**config.mk**
```make
export PLATFORM = sky130hd
export DESIGN_NAME = lab5_tap_feeder_flat
export DESIGN_NICKNAME = d
export VERILOG_FILES = /design/src/rtl/lab5_pkg.sv /design/src/rtl/lab5_tap_feeder_if.sv /design/src/rtl/lab5_sample_fifo.sv /design/src/rtl/lab5_tap_feeder.sv /design/src/flat_wrapper.sv
export SDC_FILE = /design/constraint.sdc
export NUM_CORES = 1
export LEC_CHECK = 0
export CAP_MARGIN = 30
export CORE_MARGIN = 2
export CORE_UTILIZATION = 55
export CTS_CLUSTER_DIAMETER = 30
export CTS_CLUSTER_SIZE = 24
export DETAILED_ROUTE_END_ITERATION = 8
export PLACE_DENSITY = 0.9
export SLEW_MARGIN = 20
export SYNTH_ARGS = -nofsm -noshare
export SYNTH_HDL_FRONTEND = slang
export SYNTH_HIERARCHICAL = 1
export SYNTH_SLANG_ARGS = --single-unit
```
**constraint.sdc**
```tcl
create_clock -name clk -period 3.76 [get_ports clk]
set_input_delay 1.128 -clock clk [delete_from_list [all_inputs] [get_ports clk]]
set_output_delay 1.128 -clock clk [all_outputs]
set_load 0.02 [all_outputs]
```
**src/rtl/lab5_pkg.sv**
```systemverilog
// Shared types for the lab 5 tap feeder: sample format and feeder FSM states.
package lab5_pkg;

  localparam int SAMPLE_W = 10;

  typedef logic signed [SAMPLE_W-1:0] sample_t;

  typedef enum logic {FILL, RUN} feed_state_t;

endpackage

```
**src/rtl/lab5_tap_feeder_if.sv**
```systemverilog
// Valid/ready sample stream feeding the tap feeder.
interface lab5_tap_feeder_if
  import lab5_pkg::*;
#(
  parameter int W = SAMPLE_W
);

  logic signed [W-1:0] in_data;
  logic                in_valid;
  logic                in_ready;

  modport master (output in_data, output in_valid, input in_ready);
  modport slave  (input in_data, input in_valid, output in_ready);

endinterface

```
**src/rtl/lab5_sample_fifo.sv**
```systemverilog
// Small pointer-based FIFO; the extra pointer bit separates full from empty.
module lab5_sample_fifo #(
  parameter int W     = 10,
  parameter int DEPTH = 4
) (
  input  logic         clk,
  input  logic         reset,
  input  logic         push,
  input  logic         pop,
  input  logic         clear,
  input  logic [W-1:0] wdata,
  output logic [W-1:0] rdata,
  output logic         full,
  output logic         empty
);

  localparam int AW = (DEPTH > 1) ? $clog2(DEPTH) : 1;
  localparam logic [AW:0] PTR_ONE = {{AW{1'b0}}, 1'b1};

  logic [W-1:0] mem [DEPTH];
  logic [AW:0]  wptr;
  logic [AW:0]  rptr;
  logic         do_push;
  logic         do_pop;

  // A push into a full FIFO is legal only when the head leaves in the same edge.
  assign do_pop  = pop && !empty;
  assign do_push = push && (!full || do_pop);

  assign empty = (wptr == rptr);
  assign full  = (wptr[AW] != rptr[AW]) && (wptr[AW-1:0] == rptr[AW-1:0]);
  assign rdata = mem[rptr[AW-1:0]];

  // NOTE: clocked state uses non-blocking assignments so every register samples pre-edge values.
  always_ff @(posedge clk or posedge reset) begin
    if (reset) begin
      wptr <= '0;
      rptr <= '0;
    end else if (clear) begin
      wptr <= '0;
      rptr <= '0;
    end else begin
      if (do_push) wptr <= wptr + PTR_ONE;
      if (do_pop)  rptr <= rptr + PTR_ONE;
    end
  end

  // NOTE: storage is not reset; the pointers alone decide which entries are meaningful.
  always_ff @(posedge clk) begin
    if (do_push && !clear) mem[wptr[AW-1:0]] <= wdata;
  end

endmodule

```
**src/rtl/lab5_tap_feeder.sv**
```systemverilog
// Buffers incoming samples and shifts them into a paced 3-tap delay line.
module lab5_tap_feeder
  import lab5_pkg::*;
#(
  parameter int W     = SAMPLE_W,
  parameter int DEPTH = 4,
  parameter int PACE  = 2
) (
  input  logic                clk,
  input  logic                reset,
  lab5_tap_feeder_if.slave    src,
  input  logic                flush,
  output logic signed [W-1:0] x1,
  output logic signed [W-1:0] x2,
  output logic signed [W-1:0] x3,
  output logic                taps_valid
);

  localparam int PW = (PACE > 1) ? $clog2(PACE) : 1;
  localparam logic [PW-1:0] PACE_LOAD = PW'(PACE - 1);
  localparam logic [PW-1:0] PACE_ONE  = PW'(1);

  feed_state_t         state, state_nxt;
  logic [1:0]          fill_cnt, fill_nxt;
  logic                tv_nxt;
  logic [PW-1:0]       pace_cnt;
  logic signed [W-1:0] head;
  logic                full;
  logic                empty;
  logic                accept;
  logic                shift;

  assign src.in_ready = !full && !flush && !reset;
  assign accept       = src.in_valid && src.in_ready;
  assign shift        = !empty && (pace_cnt == '0) && !flush;

  lab5_sample_fifo #(
    .W     (W),
    .DEPTH (DEPTH)
  ) u_fifo (
    .clk   (clk),
    .reset (reset),
    .push  (accept),
    .pop   (shift),
    .clear (flush),
    .wdata (src.in_data),
    .rdata (head),
    .full  (full),
    .empty (empty)
  );

  // NOTE: every combinational output gets a default first, so no path can infer a latch.
  always_comb begin
    state_nxt = state;
    fill_nxt  = fill_cnt;
    tv_nxt    = 1'b0;
    if (flush) begin
      state_nxt = FILL;
      fill_nxt  = '0;
    end else if (shift) begin
      unique case (state)
        FILL: begin
          fill_nxt = fill_cnt + 2'd1;
          if (fill_cnt == 2'd2) begin
            state_nxt = RUN;
            tv_nxt    = 1'b1;
          end
        end
        RUN: tv_nxt = 1'b1;
      endcase
    end
  end

  always_ff @(posedge clk or posedge reset) begin
    if (reset) begin
      state      <= FILL;
      fill_cnt   <= '0;
      taps_valid <= 1'b0;
    end else begin
      state      <= state_nxt;
      fill_cnt   <= fill_nxt;
      taps_valid <= tv_nxt;
    end
  end

  // Pace counter reloads on each shift and rests at zero until the next one.
  always_ff @(posedge clk or posedge reset) begin
    if (reset) begin
      pace_cnt <= '0;
      x1       <= '0;
      x2       <= '0;
      x3       <= '0;
    end else if (flush) begin
      pace_cnt <= '0;
      x1       <= '0;
      x2       <= '0;
      x3       <= '0;
    end else if (shift) begin
      x3       <= x2;
      x2       <= x1;
      x1       <= head;
      pace_cnt <= PACE_LOAD;
    end else if (pace_cnt != '0) begin
      pace_cnt <= pace_cnt - PACE_ONE;
    end
  end

endmodule

```
**src/flat_wrapper.sv**
```systemverilog
// flat-port wrapper written by rule: the top's interface ports become plain ports
module lab5_tap_feeder_flat import lab5_pkg::*;
#(
  parameter int W     = SAMPLE_W,
  parameter int DEPTH = 4,
  parameter int PACE  = 2
)
  (clk, reset, flush, x1, x2, x3, taps_valid, src_in_data, src_in_valid, src_in_ready);
  lab5_tap_feeder_if #(.W(W)) src_i ();
  input  logic clk;
  input  logic reset;
  input  logic flush;
  output logic signed [W-1:0] x1;
  output logic signed [W-1:0] x2;
  output logic signed [W-1:0] x3;
  output logic taps_valid;
  input wire logic [$bits(src_i.in_data)-1:0] src_in_data;
  input wire logic [$bits(src_i.in_valid)-1:0] src_in_valid;
  output wire logic [$bits(src_i.in_ready)-1:0] src_in_ready;
  assign src_i.in_data = src_in_data;
  assign src_i.in_valid = src_in_valid;
  assign src_in_ready = src_i.in_ready;
  lab5_tap_feeder #(.W(W), .DEPTH(DEPTH), .PACE(PACE)) u_core (.clk(clk), .reset(reset), .src(src_i), .flush(flush), .x1(x1), .x2(x2), .x3(x3), .taps_valid(taps_valid));
endmodule
```
==> results.ini, run 1 <==
[clock_network]
cts_buffers = 9
cts_post_setup_buffers_inserted = 0
cts_max_level = 3
clkTransAtPathRegs_ps = 80
cts.path.max_buffers = 2
cts_tree = done
hold_buf_cts = 0
cts_repair_resize_count = 0
clock_latency_ps = 340
cts.sinks = 81
ctsRootBufferMaster = sky130_fd_sc_hd__clkbuf_8

[worst_setup_path]
type_of_the_setup_path_with_the_least_slack = input pin to primary output
cp.arrival_ps = 2390
worst_r2r_startpoint = u_core/u_fifo/rptr[2]
cp_max_fo = 3
cp-start-kind = input pin
setup.worst_path.end = src_in_ready
cp_data_required_time_ps = 2630
worst_r2r_end = u_core/u_fifo/mem[2][0]
worstSetupStartpoint = reset
depth_of_the_worst_register_to_register_path = 7
critPathCaptureType = primary output
worst-r2r-setup-slack_ps = 1170

[place]
number_of_buffers_inserted_by_port_buffering = 45
place_congestion = 0.838
placed_wire_length_estimate_after_detailed_placement_microns = 4100
placement.cell_area_sq_um = 4160

[pwr]
post_layout_total_power_mw = 1.93
p_seq_share_pct = 51.1
power.share.clock_pct = 34.5
worst_ir_drop_vdd_mv = 0.310
switchingPower_uw = 485
p_leak_nw = 1.60
power.share.switching_pct = 25.2
cell_internal_pwr_mw = 1.44
power.density_nw_per_um2 = 441
combPwrFrac_pct = 14.4

[routing]
first_pass_iters = 4
dr_drc_count = 0
avgViaCountPerCell = 5.66
wl_microns = 6300
wirelength_per_cell_microns = 16.0
route.vias.total = 2230
ant_nets = 0
first_iter_violations = 152

[layout]
layout_commonest_cell = sky130_fd_sc_hd__clkdlybuf4s50_1
ratio_of_cells_with_drive_above_1_in_the_final_layout_pct = 14.2
most-common-layout-cells = sky130_fd_sc_hd__clkdlybuf4s50_1, sky130_fd_sc_hd__dfrtp_1, sky130_fd_sc_hd__edfxtp_1
final-seq-area_sq_um = 2230
fin_nets = 333
antennaDiodeCount = 0
multiInputGateArea_sq_um = 1280
areaGrowthSynthToFinish_pct = 19.2
fin_area_sq_um = 4370
fill_cells = 444

[timing]
actual_transition_at_the_worst_max_transition_pin_ps = 513
worst_slew_margin_rel_pct = 65.8
timing_hold_violations_final = 0
max_freq_mhz = 284
report.final.slew_viol_count = 0
period_minus_slack_ps = 3520
fin_crit_sh_pct = 93.5
rsz0062_at_grt = no
final.setup.tns_ps = 0
worst_clock_skew_ps = 6.34
setup_violations = 0

[synth]
synthesis.yosys.warnings = 6
synth_seq_cells = 81
async_flop_share_pct = 50.6
synth_edf_count = 40
synth-seq-area-share_pct = 60.7
synth.top_cells.by_area = sky130_fd_sc_hd__edfxtp_1, sky130_fd_sc_hd__dfrtp_1, sky130_fd_sc_hd__or3b_1, sky130_fd_sc_hd__mux4_2, sky130_fd_sc_hd__a21oi_1
synth_top_cell_area_share_pct = 32.8
synth.avg_cell_area_sq_um = 13.6
synthesis.area_sq_um = 3670
postSynthCellCount = 269
syn_nets = 289
ys.flop_type = sky130_fd_sc_hd__dfrtp_1
yosysTopAreaCell = sky130_fd_sc_hd__edfxtp_1
yosys.cell_types.count = 40

[floorplanning]
chipHeight_microns = 85.7
ioPinCount = 46
design.die.area_sq_um = 7340
core-area_sq_um = 6390
start_util_pct = 57.4
num_rows = 29
horizontal_die_dimension_microns = 85.7

[global_routing]
grt_start_max_net_pins = 65
grt_antenna_before_repair = 0
grt_first_pass_wirelength_microns = 10300
grt_overflow_total = 0
grt_use_total_pct = 18.4
vias_in_the_first_global_route = 2169

[outcome]
result_of_the_run = complete, no violations

[worst_hold_path]
hold_class = register to register

[flow_run]
cap_violations = 0

[kinds of logic (layout without fill, tap and decap cells)]
group / count (synthesis) / after routing / share of synthesized area, %
buffers and inverters: 32 / 80 / 4.88
DFF: 81 / 81 / 60.7
and+or+nand+nor: 58 / 58 / 11.9
AOI/OAI and AO/OA: 70 / 70 / 10.6
adders and majority gates: 6 / 6 / 2.05
xor gates and xnor gates: 6 / 6 / 1.84
muxes: 16 / 16 / 8.02
[cell type report]
cell class	instances	area share, %
sequential	81	51.0
multi-input combinational	156	29.3
timing repair buffer	55	11.9
clock buffer	10	2.92
tap	77	2.20
clock inverter	5	1.86
inverter	10	0.859
[routing by layer]
layer / GRT usage [%] / wire [microns]
met5: 0 / 0
met4: 8.51 / 68
met3: 3.85 / 230
met2: 30.1 / 3360
met1: 23.9 / 2640
[sequential cells by signal, indices dropped and copies added (netlist names)]
name and count:
u_core/u_fifo/mem 40, u_core/x1 10, u_core/x2 10, u_core/x3 10, u_core/u_fifo/rptr 3, u_core/u_fifo/wptr 3, u_core/fill_cnt 2, u_core/pace_cnt 1
u_core/state 1, u_core/taps_valid 1
[metrics by stage]
stage / utilization, % / instances / worst slack [ps] / hold slack [ps]
CTS: 68.4 / 394 / 236 / 551
global route: 68.4 / 394 / 168 / 571
floorplan: - / 269 / 7.00 / 521
global placement: 65.2 / 379 / 250 / 527
finish: 68.4 / 394 / 244 / 549
detailed placement: 65.2 / 379 / 232 / 540
[synthesized netlist by cell type, drive strengths merged (3+ instances only)]
cell type	count
dfrtp	41
edfxtp	40
a21oi	32
or3b	31
o21ai	30
buf	12
clkbuf	10
inv	10
mux4	10
ha	6
nor2	6
mux2	4
nand2b	4
nor2b	3
nor3	3
nor4b	3
xnor2	3
xor2	3
[power groups by stage]
stage               clock, mW  combinational [mW]  sequential, mW
finish                  0.665               0.276           0.984
global route            0.718               0.305           0.989
CTS                     0.677               0.279           0.985
detailed placement          0               0.277            1.00
global placement            0               0.269            1.00
floorplan                   0               0.183            1.02
[worst min-delay path by stage]
stage               slack [ps]  cells past startpoint                 to         start
floorplan                  520                      1  u_core/taps_valid  u_core/state
global placement           530                      2       u_core/x3[2]  u_core/x3[2]
detailed placement         540                      2       u_core/x3[3]  u_core/x3[3]
CTS                        550                      2       u_core/x3[3]  u_core/x3[3]
global route               570                      2       u_core/x3[9]  u_core/x3[9]
finish                     550                      2       u_core/x3[3]  u_core/x3[3]
[critical path, cell delays in order]
cell,delay [ps]
sky130_fd_sc_hd__clkdlybuf4s50_1,440
sky130_fd_sc_hd__nor3_1,180
sky130_fd_sc_hd__clkdlybuf4s50_1,640
Note: power is estimated with default switching activity, not from simulation.
==> run 2, diff against run 1 <==
Settings changed: CAP_MARGIN 30 to 15, CORE_UTILIZATION 55 to 39, PLACE_DENSITY 0.9 to 0.71.
==> run 2 against run 1 <==
  * Via count shrank 1.1%
  * Cell count grew 8.9%
  * Combinational power is essentially flat
  * First-iteration DRC count shrank 70%
  * Critical path type unchanged
  * Die area grew 39%
  * Flip-flop and latch count is the same
  * Clock-buffer cell count shrank 1
  * Fmax is essentially flat
  * Total power shrank 5.3%
  * Routed wire length grew 2.9%
  * Core utilization shrank 21 points
  * Final area grew 0.29%
==> results.ini, run 2 (same netlist as run 1, synthesis figures left out) <==
[clock_network]
cts_max_level = 3
cts_post_setup_buffers_inserted = 0
ctsRootBufferMaster = sky130_fd_sc_hd__clkbuf_8
hold_buf_cts = 0
cts.sinks = 81
clock_latency_ps = 350
cts_repair_resize_count = 0
cts.path.max_buffers = 2
clkTransAtPathRegs_ps = 90
cts_buffers = 9
cts_tree = done

[floorplanning]
horizontal_die_dimension_microns = 101
num_rows = 35
chipHeight_microns = 101
design.die.area_sq_um = 10200
start_util_pct = 39.9
ioPinCount = 46
core-area_sq_um = 9200

[global_routing]
grt_use_total_pct = 13.5
grt_start_max_net_pins = 65
vias_in_the_first_global_route = 2134
grt_antenna_before_repair = 0
grt_first_pass_wirelength_microns = 10700
grt_overflow_total = 0

[timing]
rsz0062_at_grt = no
hold_ws_ps = 543
setup_violations = 0
actual_transition_at_the_worst_max_transition_pin_ps = 519
fin_crit_sh_pct = 93.6
max_freq_mhz = 284
worst_slew_margin_rel_pct = 65.4
report.final.slew_viol_count = 0
period_minus_slack_ps = 3520
timing_hold_violations_final = 0
worst_clock_skew_ps = 11.3
final.setup.tns_ps = 0

[worst_setup_path]
worst-path-stages = 3
critPathCaptureType = primary output
cp.arrival_ps = 2390
most_frequent_cell_on_critical_path = sky130_fd_sc_hd__clkdlybuf4s50_1
depth_of_the_worst_register_to_register_path = 7
worst-path-buf-inv = 2
crit_path_max_incr_delay_ps = 640
cp-start-kind = input pin
cp_cell_sequence = clkdlybuf4s50_1, nor3_1, clkdlybuf4s50_1
cp_max_fo = 3
cp_top_family = buffers and inverters
cp_data_required_time_ps = 2630
type_of_the_setup_path_with_the_least_slack = input pin to primary output
critical-path-slowest-cell = sky130_fd_sc_hd__clkdlybuf4s50_1

[place]
placed_cells = 413
number_of_buffers_inserted_by_port_buffering = 45
place_congestion = 0.773
placed_wire_length_estimate_after_detailed_placement_microns = 4180

[pwr]
p_leak_nw = 1.58
post_layout_total_power_mw = 1.82
worst_ir_drop_vdd_mv = 0.198
power.density_nw_per_um2 = 416

[worst_hold_path]
hold_class = register to register
hold_path_depth = 2

[layout]
ratio_of_cells_with_drive_above_1_in_the_final_layout_pct = 14.8
final_util_pct = 47.7
areaGrowthSynthToFinish_pct = 19.5
fin_nets = 333
largest_register_ff_count = 40
final_cells = 429
antennaDiodeCount = 0
most-common-layout-cells = sky130_fd_sc_hd__clkdlybuf4s50_1, sky130_fd_sc_hd__dfrtp_1, sky130_fd_sc_hd__edfxtp_1
layout_commonest_cell = sky130_fd_sc_hd__clkdlybuf4s50_1

[routing]
wl_microns = 6480
first_pass_iters = 4
route.vias.total = 2205
ant_nets = 0
wirelength_per_cell_microns = 15.1
dr_drc_count = 0
first_iter_violations = 46
avgViaCountPerCell = 5.14

[outcome]
result_of_the_run = complete, no violations

[flow_run]
cap_violations = 0

## run 2: cell count changes in the layout (fill, tap and decap cells not counted), sizes merged
cell      change
inv           +1
bufinv        -2
clkinv        +1
clkinvlp      +2
clkbuf        -1
## run 2: where the power goes
group / internal, mW / switching [mW]
Clock: 0.243 / 0.320
Sequential: 0.961 / 0.0239
Combinational: 0.110 / 0.167
## run 2: final cells by class
class / instances / area, sq um
tap: 111 / 139
clock buffer: 9 / 124
multi-input combinational: 156 / 1280
timing repair buffer: 55 / 520
sequential: 81 / 2230
fill: 821 / 4810
clock inverter: 7 / 55.1
inverter: 10 / 37.5
## run 2: stage by stage
| step | setup WS (ps) | instance area, sq um |
|---|---|---|
| 2_1_floorplan | 7.00 | 3670 |
| 3_3_place_gp | 244 | 4200 |
| 3_5_place_dp | 224 | 4200 |
| 4_1_cts | 227 | 4380 |
| 5_1_grt | 165 | 4380 |
| 6_report | 242 | 4380 |
## run 2: path summary, 6_finish.rpt
| kind | start | to | slack (ps) |
|---|---|---|---|
| max in group asynchronous | reset | u_core/x2[6] | 1890 |
| min in group asynchronous | reset | u_core/u_fifo/wptr[2] | 1060 |
| worst max-delay path | reset | src_in_ready | 240 |
| worst min register to register | u_core/x3[2] | u_core/x3[2] | 540 |
| worst min-delay path | u_core/x3[2] | u_core/x3[2] | 540 |
| worst max register to register | u_core/u_fifo/rptr[2] | u_core/u_fifo/mem[2][6] | 1120 |
## run 2: routing by layer
metal	share of wire [%]	global-route usage, %
met5	0	0
met4	1.8	5.41
met3	3.4	2.64
met2	47	21.0
met1	47	18.7
## run 2: worst reg2reg max path, delay by kind of cell, from the launching register on
kind,cells,cell delay [ps]
AND/OR/NAND/NOR,4,1020
flip-flops,1,440
buffers and inverters,1,110
AO/OA/AOI/OAI,1,260
XOR/XNOR,1,430
==> run 3, diff against run 2 <==
Settings changed: MAX_ROUTING_LAYER set to met4, SLEW_MARGIN 20 to 0.
==> run 3 against run 2 <==
  * Non-clock buffer count is the same
  * Setup slack is essentially flat
  * Via count grew 0.32%
  * Critical path depth is the same
  * First-iteration DRC count grew 54%
  * Die area is the same
  * Hold slack is essentially flat
  * Fmax is essentially flat
  * Cell count is the same
  * Core utilization is the same
==> results.ini, run 3 (same netlist as run 1, synthesis figures left out) <==
[pwr]
cell_internal_pwr_mw = 1.31
switchingPower_uw = 515
power.share.switching_pct = 28.2
p_seq_share_pct = 53.8
worst_ir_drop_vdd_mv = 0.200
p_leak_nw = 1.58
combPwrFrac_pct = 15.2
power.share.clock_pct = 30.9
power.density_nw_per_um2 = 417

[routing]
ant_nets = 0
avgViaCountPerCell = 5.16
route.vias.total = 2212
dr_drc_count = 0
wirelength_per_cell_microns = 15.2
first_pass_iters = 4
wl_microns = 6510
first_iter_violations = 71

[timing]
timing_hold_violations_final = 0
fin_crit_sh_pct = 93.5
setup_violations = 0
rsz0062_at_grt = no
report.final.slew_viol_count = 0
hold_ws_ps = 543
worst_clock_skew_ps = 13.5
max_freq_mhz = 284
final.setup.tns_ps = 0
period_minus_slack_ps = 3520
actual_transition_at_the_worst_max_transition_pin_ps = 526
worst_slew_margin_rel_pct = 64.9

[floorplanning]
design.die.area_sq_um = 10200
start_util_pct = 39.9
ioPinCount = 46
num_rows = 35
horizontal_die_dimension_microns = 101
core-area_sq_um = 9200
chipHeight_microns = 101

[place]
place_congestion = 0.784
placed_wire_length_estimate_after_detailed_placement_microns = 4180
number_of_buffers_inserted_by_port_buffering = 45

[worst_setup_path]
critPathCaptureType = primary output
type_of_the_setup_path_with_the_least_slack = input pin to primary output
cp-start-kind = input pin
cp_max_fo = 3
cp_data_required_time_ps = 2630
cp.arrival_ps = 2390

[clock_network]
cts_buffers = 9
cts_tree = done
cts_max_level = 3
cts_repair_resize_count = 0
cts_post_setup_buffers_inserted = 0
hold_buf_cts = 0
clock_latency_ps = 350
ctsRootBufferMaster = sky130_fd_sc_hd__clkbuf_8
clkTransAtPathRegs_ps = 80
cts.sinks = 81
cts.path.max_buffers = 2

[global_routing]
grt_first_pass_wirelength_microns = 10700
grt_overflow_total = 0
grt_antenna_before_repair = 0
grt_start_max_net_pins = 65
grt_use_total_pct = 14.0
vias_in_the_first_global_route = 2135

[layout]
ratio_of_cells_with_drive_above_1_in_the_final_layout_pct = 14.8
areaGrowthSynthToFinish_pct = 19.5
layout_commonest_cell = sky130_fd_sc_hd__clkdlybuf4s50_1
most-common-layout-cells = sky130_fd_sc_hd__clkdlybuf4s50_1, sky130_fd_sc_hd__dfrtp_1, sky130_fd_sc_hd__edfxtp_1
largest_register_ff_count = 40
fin_nets = 333
antennaDiodeCount = 0

[outcome]
result_of_the_run = complete, no violations

[flow_run]
cap_violations = 0

[worst_hold_path]
hold_class = register to register

[run 3: critical path, stage by stage]
cell                              delay (ps)
sky130_fd_sc_hd__clkdlybuf4s50_1         440
sky130_fd_sc_hd__nor3_1                  180
sky130_fd_sc_hd__clkdlybuf4s50_1         640
[run 3: area by class of cell]
| class | instances | area [sq um] |
|---|---|---|
| Sequential cell | 81 | 2230 |
| Clock buffer | 9 | 124 |
| Clock inverter | 7 | 55.1 |
| Fill cell | 821 | 4810 |
| Timing Repair Buffer | 55 | 520 |
| Multi-Input combinational cell | 156 | 1280 |
| Inverter | 10 | 37.5 |
| Tap cell | 111 | 139 |
[run 3: metal layers]
metal  GRT usage, %  wire [microns]  part of all wire [%]
met1           18.9            3140                    48
met2           20.9            3040                    47
met3           2.57             215                   3.3
met4           5.41             115                   1.8
met5              -               0                     0
[run 3: power groups by stage]
stage                     Clock [mW]  Combinational (mW)  Sequential (mW)
after floorplan                    0               0.183             1.02
after global placement             0               0.274             1.00
after detailed placement           0               0.279             1.00
after CTS                      0.581               0.280            0.985
after global routing           0.618               0.308            0.990
final                          0.566               0.279            0.985
[run 3: path summary, 6_finish.rpt]
kind	to	cells after the start	slack, ps	startpoint
max reg2reg	u_core/u_fifo/mem[2][6]	7	1130	u_core/u_fifo/rptr[2]
min reg2reg	u_core/x3[2]	2	540	u_core/x3[2]
max in group asynchronous	u_core/x2[6]	3	1890	reset
min	u_core/x3[2]	2	540	u_core/x3[2]
max	src_in_ready	3	240	reset
min in group asynchronous	u_core/u_fifo/wptr[2]	2	1060	reset
[run 3: through the flow]
stage          utilization (%)  cells  setup slack [ps]  area [sq um]  power, mW
3_5_place_dp              45.7    413               224          4200       1.28
2_1_floorplan                -    269              7.00          3670       1.20
4_1_cts                   47.7    429               227          4380       1.85
5_1_grt                   47.7    429               165          4380       1.92
6_report                  47.7    429               243          4380       1.83
3_3_place_gp              45.7    413               244          4200       1.28
